## config.mk

```make
export PLATFORM = sky130hd
export DESIGN_NAME = fetch_unit
export DESIGN_NICKNAME = d
export VERILOG_FILES = /design/src/rtl/fetch_unit_pkg.sv /design/src/rtl/fetch_fifo.sv /design/src/rtl/fetch_unit.sv
export SDC_FILE = /design/constraint.sdc
export NUM_CORES = 1
export LEC_CHECK = 0
export ABC_CLOCK_PERIOD_IN_PS = 8100
export CORE_MARGIN = 8
export CORE_UTILIZATION = 30
export CTS_CLUSTER_SIZE = 12
export DETAILED_ROUTE_END_ITERATION = 12
export GPL_ROUTABILITY_DRIVEN = 0
export MAX_ROUTING_LAYER = met4
export PLACE_DENSITY = 0.61
export SLEW_MARGIN = 20
export SYNTH_ARGS = -nofsm -noshare
export SYNTH_HDL_FRONTEND = slang
export SYNTH_SLANG_ARGS = --single-unit
```

## constraint.sdc

```tcl
create_clock -name clk -period 8.1 [get_ports clk]
set_input_delay 2.025 -clock clk [delete_from_list [all_inputs] [get_ports clk]]
set_output_delay 2.025 -clock clk [all_outputs]
set_load 0.05 [all_outputs]
```

## src/rtl/fetch_unit_pkg.sv

```systemverilog
// Shared constants for the fetch stage: NOP encoding, register-field positions and default reset PC.
package fetch_unit_pkg;

    localparam logic [31:0] NOP_INST         = 32'h00000013;
    localparam logic [31:0] RESET_PC_DEFAULT = 32'h00000000;

    localparam int REG_IDX_W = 5;
    localparam int RS1_LSB   = 15;
    localparam int RS2_LSB   = 20;
    localparam int RD_LSB    = 7;

    function automatic logic [REG_IDX_W-1:0] reg_field(input logic [31:0] inst, input int lsb);
        return inst[lsb +: REG_IDX_W];
    endfunction

endpackage

```

## src/rtl/fetch_fifo.sv

```systemverilog
// Small synchronous FIFO of {pc, inst} pairs with push, pop, flush and occupancy count.
// DEPTH must be a power of two so the pointers wrap naturally.
module fetch_fifo
    import fetch_unit_pkg::*;
#(
    parameter int          DEPTH    = 2,
    parameter logic [31:0] RESET_PC = RESET_PC_DEFAULT,
    parameter int          CNT_W    = $clog2(DEPTH) + 1
) (
    input  logic             clk,
    input  logic             rst,
    input  logic             flush_i,
    input  logic             push_i,
    input  logic [31:0]      push_pc_i,
    input  logic [31:0]      push_inst_i,
    input  logic             pop_i,
    output logic [31:0]      head_pc_o,
    output logic [31:0]      head_inst_o,
    output logic [CNT_W-1:0] count_o,
    output logic             empty_o
);

    localparam int PTR_W = (DEPTH > 1) ? $clog2(DEPTH) : 1;

    logic [PTR_W-1:0] wr_ptr_q, rd_ptr_q;
    logic [CNT_W-1:0] count_q;
    logic [31:0]      pc_mem_q   [DEPTH];
    logic [31:0]      inst_mem_q [DEPTH];
    logic             do_push, do_pop;

    // Flush dominates both push and pop in the same cycle.
    assign do_push = push_i && !flush_i;
    assign do_pop  = pop_i && !flush_i && (count_q != '0);

    always_ff @(posedge clk) begin
        if (rst) begin
            for (int i = 0; i < DEPTH; i++) begin
                pc_mem_q[i]   <= RESET_PC;
                inst_mem_q[i] <= NOP_INST;
            end
        end else if (do_push) begin
            pc_mem_q[wr_ptr_q]   <= push_pc_i;
            inst_mem_q[wr_ptr_q] <= push_inst_i;
        end
    end

    always_ff @(posedge clk) begin
        if (rst || flush_i) begin
            wr_ptr_q <= '0;
            rd_ptr_q <= '0;
            count_q  <= '0;
        end else begin
            wr_ptr_q <= wr_ptr_q + PTR_W'(do_push);
            rd_ptr_q <= rd_ptr_q + PTR_W'(do_pop);
            count_q  <= count_q + CNT_W'(do_push) - CNT_W'(do_pop);
        end
    end

    assign head_pc_o   = pc_mem_q[rd_ptr_q];
    assign head_inst_o = inst_mem_q[rd_ptr_q];
    assign count_o     = count_q;
    assign empty_o     = (count_q == '0);

endmodule

```

## src/rtl/fetch_unit.sv

```systemverilog
// Instruction-fetch stage: credit-limited in-order word fetch, instruction buffer, stall and redirect.
// Optional misaligned-redirect fault enabled by defining FETCH_MISALIGN_CHECK_EN.
module fetch_unit
    import fetch_unit_pkg::*;
#(
    parameter logic [31:0] RESET_PC   = RESET_PC_DEFAULT,
    parameter int          FIFO_DEPTH = 2
) (
    input  logic        clk,
    input  logic        rst,
    input  logic        stall,
    input  logic        redirect_valid,
    input  logic [31:0] redirect_pc,
    output logic        imem_req_valid,
    input  logic        imem_req_ready,
    output logic [31:0] imem_req_addr,
    input  logic        imem_rsp_valid,
    input  logic [31:0] imem_rsp_data,
    output logic [31:0] instruction_o,
    output logic [31:0] pc_o,
    output logic [4:0]  rs1_o,
    output logic [4:0]  rs2_o,
    output logic [4:0]  rd_o,
    output logic        inst_valid_o
`ifdef FETCH_MISALIGN_CHECK_EN
    ,
    output logic        fetch_fault_o
`endif
);

    localparam int CNT_W = $clog2(FIFO_DEPTH) + 1;

    logic [31:0]      fetch_pc_q, fetch_pc_d;
    logic [31:0]      rsp_pc_q, rsp_pc_d;
    logic [CNT_W-1:0] out_cnt_q, out_cnt_d;
    logic [CNT_W-1:0] drop_cnt_q, drop_cnt_d;
    logic [CNT_W-1:0] buf_cnt;
    logic [31:0]      redirect_target;
    logic [31:0]      head_pc, head_inst;
    logic             fifo_empty, fault_q, credit_ok, req_fire, rsp_push;

`ifdef FETCH_MISALIGN_CHECK_EN
    logic fault_d;

    assign redirect_target = redirect_pc;
    assign fetch_fault_o   = fault_q;

    always_comb begin
        fault_d = fault_q;
        if (redirect_valid)
            fault_d = (redirect_pc[1:0] != 2'b00);
    end

    always_ff @(posedge clk) begin
        if (rst) fault_q <= 1'b0;
        else     fault_q <= fault_d;
    end
`else
    assign redirect_target = redirect_pc & 32'hFFFF_FFFC;
    assign fault_q         = 1'b0;
`endif

    // Buffered plus outstanding words may never exceed the buffer size, so a response always fits.
    assign credit_ok      = ({1'b0, buf_cnt} + {1'b0, out_cnt_q}) < (CNT_W+1)'(FIFO_DEPTH);
    assign imem_req_valid = !rst && !redirect_valid && !fault_q && credit_ok;
    assign imem_req_addr  = fetch_pc_q;
    assign req_fire       = imem_req_valid && imem_req_ready;
    assign rsp_push       = imem_rsp_valid && !redirect_valid && (drop_cnt_q == '0);

    always_comb begin
        fetch_pc_d = fetch_pc_q;
        rsp_pc_d   = rsp_pc_q;
        out_cnt_d  = out_cnt_q + CNT_W'(req_fire) - CNT_W'(imem_rsp_valid);
        drop_cnt_d = drop_cnt_q;
        if (redirect_valid) begin
            // No request can fire during a redirect, so every in-flight word becomes stale.
            fetch_pc_d = redirect_target;
            rsp_pc_d   = redirect_target;
            drop_cnt_d = out_cnt_q - CNT_W'(imem_rsp_valid);
        end else begin
            if (req_fire)
                fetch_pc_d = fetch_pc_q + 32'd4;
            if (rsp_push)
                rsp_pc_d = rsp_pc_q + 32'd4;
            if (imem_rsp_valid && (drop_cnt_q != '0))
                drop_cnt_d = drop_cnt_q - CNT_W'(1);
        end
    end

    always_ff @(posedge clk) begin
        if (rst) begin
            fetch_pc_q <= RESET_PC;
            rsp_pc_q   <= RESET_PC;
            out_cnt_q  <= '0;
            drop_cnt_q <= '0;
        end else begin
            fetch_pc_q <= fetch_pc_d;
            rsp_pc_q   <= rsp_pc_d;
            out_cnt_q  <= out_cnt_d;
            drop_cnt_q <= drop_cnt_d;
        end
    end

    fetch_fifo #(
        .DEPTH    (FIFO_DEPTH),
        .RESET_PC (RESET_PC),
        .CNT_W    (CNT_W)
    ) u_fifo (
        .clk         (clk),
        .rst         (rst),
        .flush_i     (redirect_valid),
        .push_i      (rsp_push),
        .push_pc_i   (rsp_pc_q),
        .push_inst_i (imem_rsp_data),
        .pop_i       (inst_valid_o && !stall),
        .head_pc_o   (head_pc),
        .head_inst_o (head_inst),
        .count_o     (buf_cnt),
        .empty_o     (fifo_empty)
    );

    assign inst_valid_o  = !fifo_empty && !fault_q;
    assign instruction_o = inst_valid_o ? head_inst : NOP_INST;
    assign pc_o          = fault_q ? fetch_pc_q : head_pc;
    assign rs1_o         = reg_field(instruction_o, RS1_LSB);
    assign rs2_o         = reg_field(instruction_o, RS2_LSB);
    assign rd_o          = reg_field(instruction_o, RD_LSB);

endmodule

```

==> impl_metrics.ini <==
[status]
status = complete, no violations

[cells_and_area]
antenna_cells = 0
instances_no_fill = 1399
layout-drive-gt1-share = 0.0857
area_growth_pct = 27.2
stdcell_area_um2 = 11900
fin_nets = 1069

[sta]
period_share = 0.677
period_needed_ps = 5490
rsz0062_at_grt = no
max_slew_margin = 0.303
final-setup-viol-count = 0
skew_ps = 13.7
report.final.hold_viol_count = 0
worstMarginPinSlew_ps = 1050
fmax_mhz = 182
slew_viol_final = 0
fin_setup_tns_ps = 0

[clock_network]
cts_max_level = 4
numCtsBuffers = 17
cts_tree = done
clkLatencyLatePin_ps = 430
cts_root_buffer = clkbuf_16
clk_pin_slew_worst_paths_ps = 70
cts_hold_buf = 0
clock_path_buffers = 2
numClockSinks = 192
postCtsSetupBuffers = 0
cts_resized = 0

[pwr]
power_mw = 2.30
power.density_nw_per_um2 = 193
p_leak_nw = 4.03
peakVddDrop_uv = 139

[placement]
placed_area_um2 = 11300
port_buffers = 176
place_inst = 1367
dpl.hpwl_um = 16500

[routing]
vias = 6749
viasPerCell = 4.82
wl_per_cell_um = 17.2
antenna_left = 0
drt_iter0_drc = 324
wl_um = 24100
drt-pass1-iter-count = 5
drcViolationCount = 0

[die]
die-area_um2 = 37200
die_y_um = 193
io_pins = 183
die_w_um = 193
std_cell_rows = 64
coreArea_um2 = 30700
initial_core_util = 0.306

[grt]
grt_pass1_wl_um = 37000
antenna_found_initial = 1
track_usage = 0.132
grt.overflow.total = 0
grt_max_degree = 75
grt_pass1_vias = 6683

[setup_path]
crit_chain = buf_2 > nor4_4 > clkdlybuf4s50_1
path_max_fanout = 5
path_class = in2out
critPathArrivalTime_ps = 3460
slowest_stage = clkdlybuf4s50_1
cp.required_ps = 6080
cp_slowest_stage_delay_ps = 900
worstSetupEndpointType = output pin
worstSetupStartpointType = input port

[synth]
ys_seq_area_frac = 0.542
synthArstFlopShare = 0
syn_avg_cell_area_um2 = 11.0
synth-seq-cells = 192
ys.flop_type = edfxtp_1
synth-edff-count = 124
netlist_instances = 856
yosys_warnings = 0
syn_area_um2 = 9380
yosysUniqueCellTypes = 59

[flow_run]
drv_cap = 0

[min_path]
min_path_type = reg2reg
==> stage by stage <==
| step | setup slack, ps | hold slack [ps] | util |
|---|---|---|---|
| 2_1_floorplan | 2140 | 448 | - |
| 3_3_place_gp | 2630 | 460 | 0.370 |
| 3_5_place_dp | 2620 | 467 | 0.370 |
| 4_1_cts | 2610 | 481 | 0.389 |
| 5_1_grt | 2550 | 505 | 0.389 |
| 6_report | 2610 | 485 | 0.389 |
==> critical path, delay by kind of cell <==
kind	cells	cell delay [ps]
simple gates	1	410
buf+inv	2	1020
==> sequential cells by signal, summed over array words and instances (netlist names) <==
signal and cells:
u_fifo.count_o 2, out_cnt_q 2, imem_req_addr 30, drop_cnt_q 2, u_fifo.inst_mem_q 64, rsp_pc_q 30
u_fifo.rd_ptr_q 1, u_fifo.wr_ptr_q 1, u_fifo.pc_mem_q 60
==> per-layer routing <==
metal,vias up,global-route usage,wire [um]
met3,18,0.0269,1560
met1,3191,0.184,11700
met5,-,-,0
met4,0,0.0317,238
met2,227,0.196,10500
li1,3313,-,-
==> placed cells by master (no fill, tap or decap), types with 4 or more instances in the layout <==
cell | synthesis | layout
clkdlybuf4s50_1 | 0 | 174
edfxtp_1 | 124 | 124
and2_1 | 117 | 117
dfxtp_1 | 68 | 67
nor2_1 | 60 | 59
nand2_1 | 45 | 45
mux2_2 | 33 | 33
mux2i_1 | 33 | 33
xnor2_1 | 32 | 32
a21oi_1 | 30 | 30
nand3_1 | 20 | 20
clkbuf_16 | 0 | 19
inv_1 | 18 | 18
nand4_1 | 18 | 18
nor4_1 | 17 | 17
nor3_1 | 16 | 15
a211oi_1 | 15 | 15
and4_1 | 12 | 12
o21ai_0 | 12 | 12
or3_1 | 12 | 12
a31oi_1 | 11 | 11
a21boi_0 | 9 | 9
ha_1 | 8 | 8
buf_4 | 21 | 8
xor2_1 | 7 | 7
nand2b_1 | 5 | 5
o211ai_1 | 5 | 5
and3_1 | 4 | 4
o21bai_1 | 5 | 4
conb_1 | 1 | 4
inv_6 | 0 | 4
==> Yosys cell counts (4+ instances only) <==
master / instances / area, um^2
inv_1: 18 / 67.6
nand4_1: 18 / 113
or3_1: 12 / 75.1
nand2b_1: 5 / 31.3
buf_4: 21 / 158
mux2i_1: 33 / 330
buf_1: 7 / 26.3
and3_1: 4 / 25.0
ha_1: 8 / 100
a211oi_1: 15 / 113
and2_1: 117 / 732
o211ai_1: 5 / 37.5
nor2_1: 60 / 225
nand3_1: 20 / 100
o21bai_1: 5 / 37.5
nor3_1: 16 / 80.1
xor2_1: 7 / 61.3
clkbuf_1: 36 / 135
a31oi_1: 11 / 68.8
xnor2_1: 32 / 280
buf_2: 4 / 20.0
a21boi_0: 9 / 67.6
nand2_1: 45 / 169
dfxtp_1: 68 / 1360
o21ai_0: 12 / 60.1
a21oi_1: 30 / 150
and4_1: 12 / 105
mux2_2: 33 / 372
nor4_1: 17 / 106
edfxtp_1: 124 / 3720
==> logic make-up (layout without fill, tap and decap cells) <==
kind of cell	count (synthesis)	after routing	share of synthesized area
simple gates	347	347	0.209
flops	192	192	0.542
compound gates	110	110	0.0763
buf+inv	92	236	0.0483
mux	66	66	0.0748
xor+xnor	39	39	0.0364
fa+ha+maj	9	9	0.0128
other cells	1	4	0.000400
==> path summary, 6_finish.rpt <==
kind / slack [ps] / endpoint / depth (start not counted) / startpoint
max: 2610 / imem_req_valid / 3 / redirect_valid
min: 480 / u_fifo.wr_ptr_q$_SDFF_PP0_ / 2 / u_fifo.wr_ptr_q$_SDFF_PP0_
max reg2reg: 4550 / out_cnt_q[1]$_SDFF_PP0_ / 12 / out_cnt_q[0]$_SDFF_PP0_
min reg2reg: 480 / u_fifo.wr_ptr_q$_SDFF_PP0_ / 2 / u_fifo.wr_ptr_q$_SDFF_PP0_
==> where the power goes <==
group	switching (mW)	total, mW	internal (mW)
registers	0.0413	1.14	1.10
logic	0.208	0.334	0.126
clock network	0.366	0.830	0.464
==> layout make-up <==
class	instances	area [um^2]
clock inverter	10	96.3
inverter	20	75.1
sequential	192	5090
clock buffer	22	487
fill	2970	18700
timing repair buffer	184	1810
tap	396	495
multi-input combinational	575	3880
Note: power is estimated with default switching activity, not from simulation.
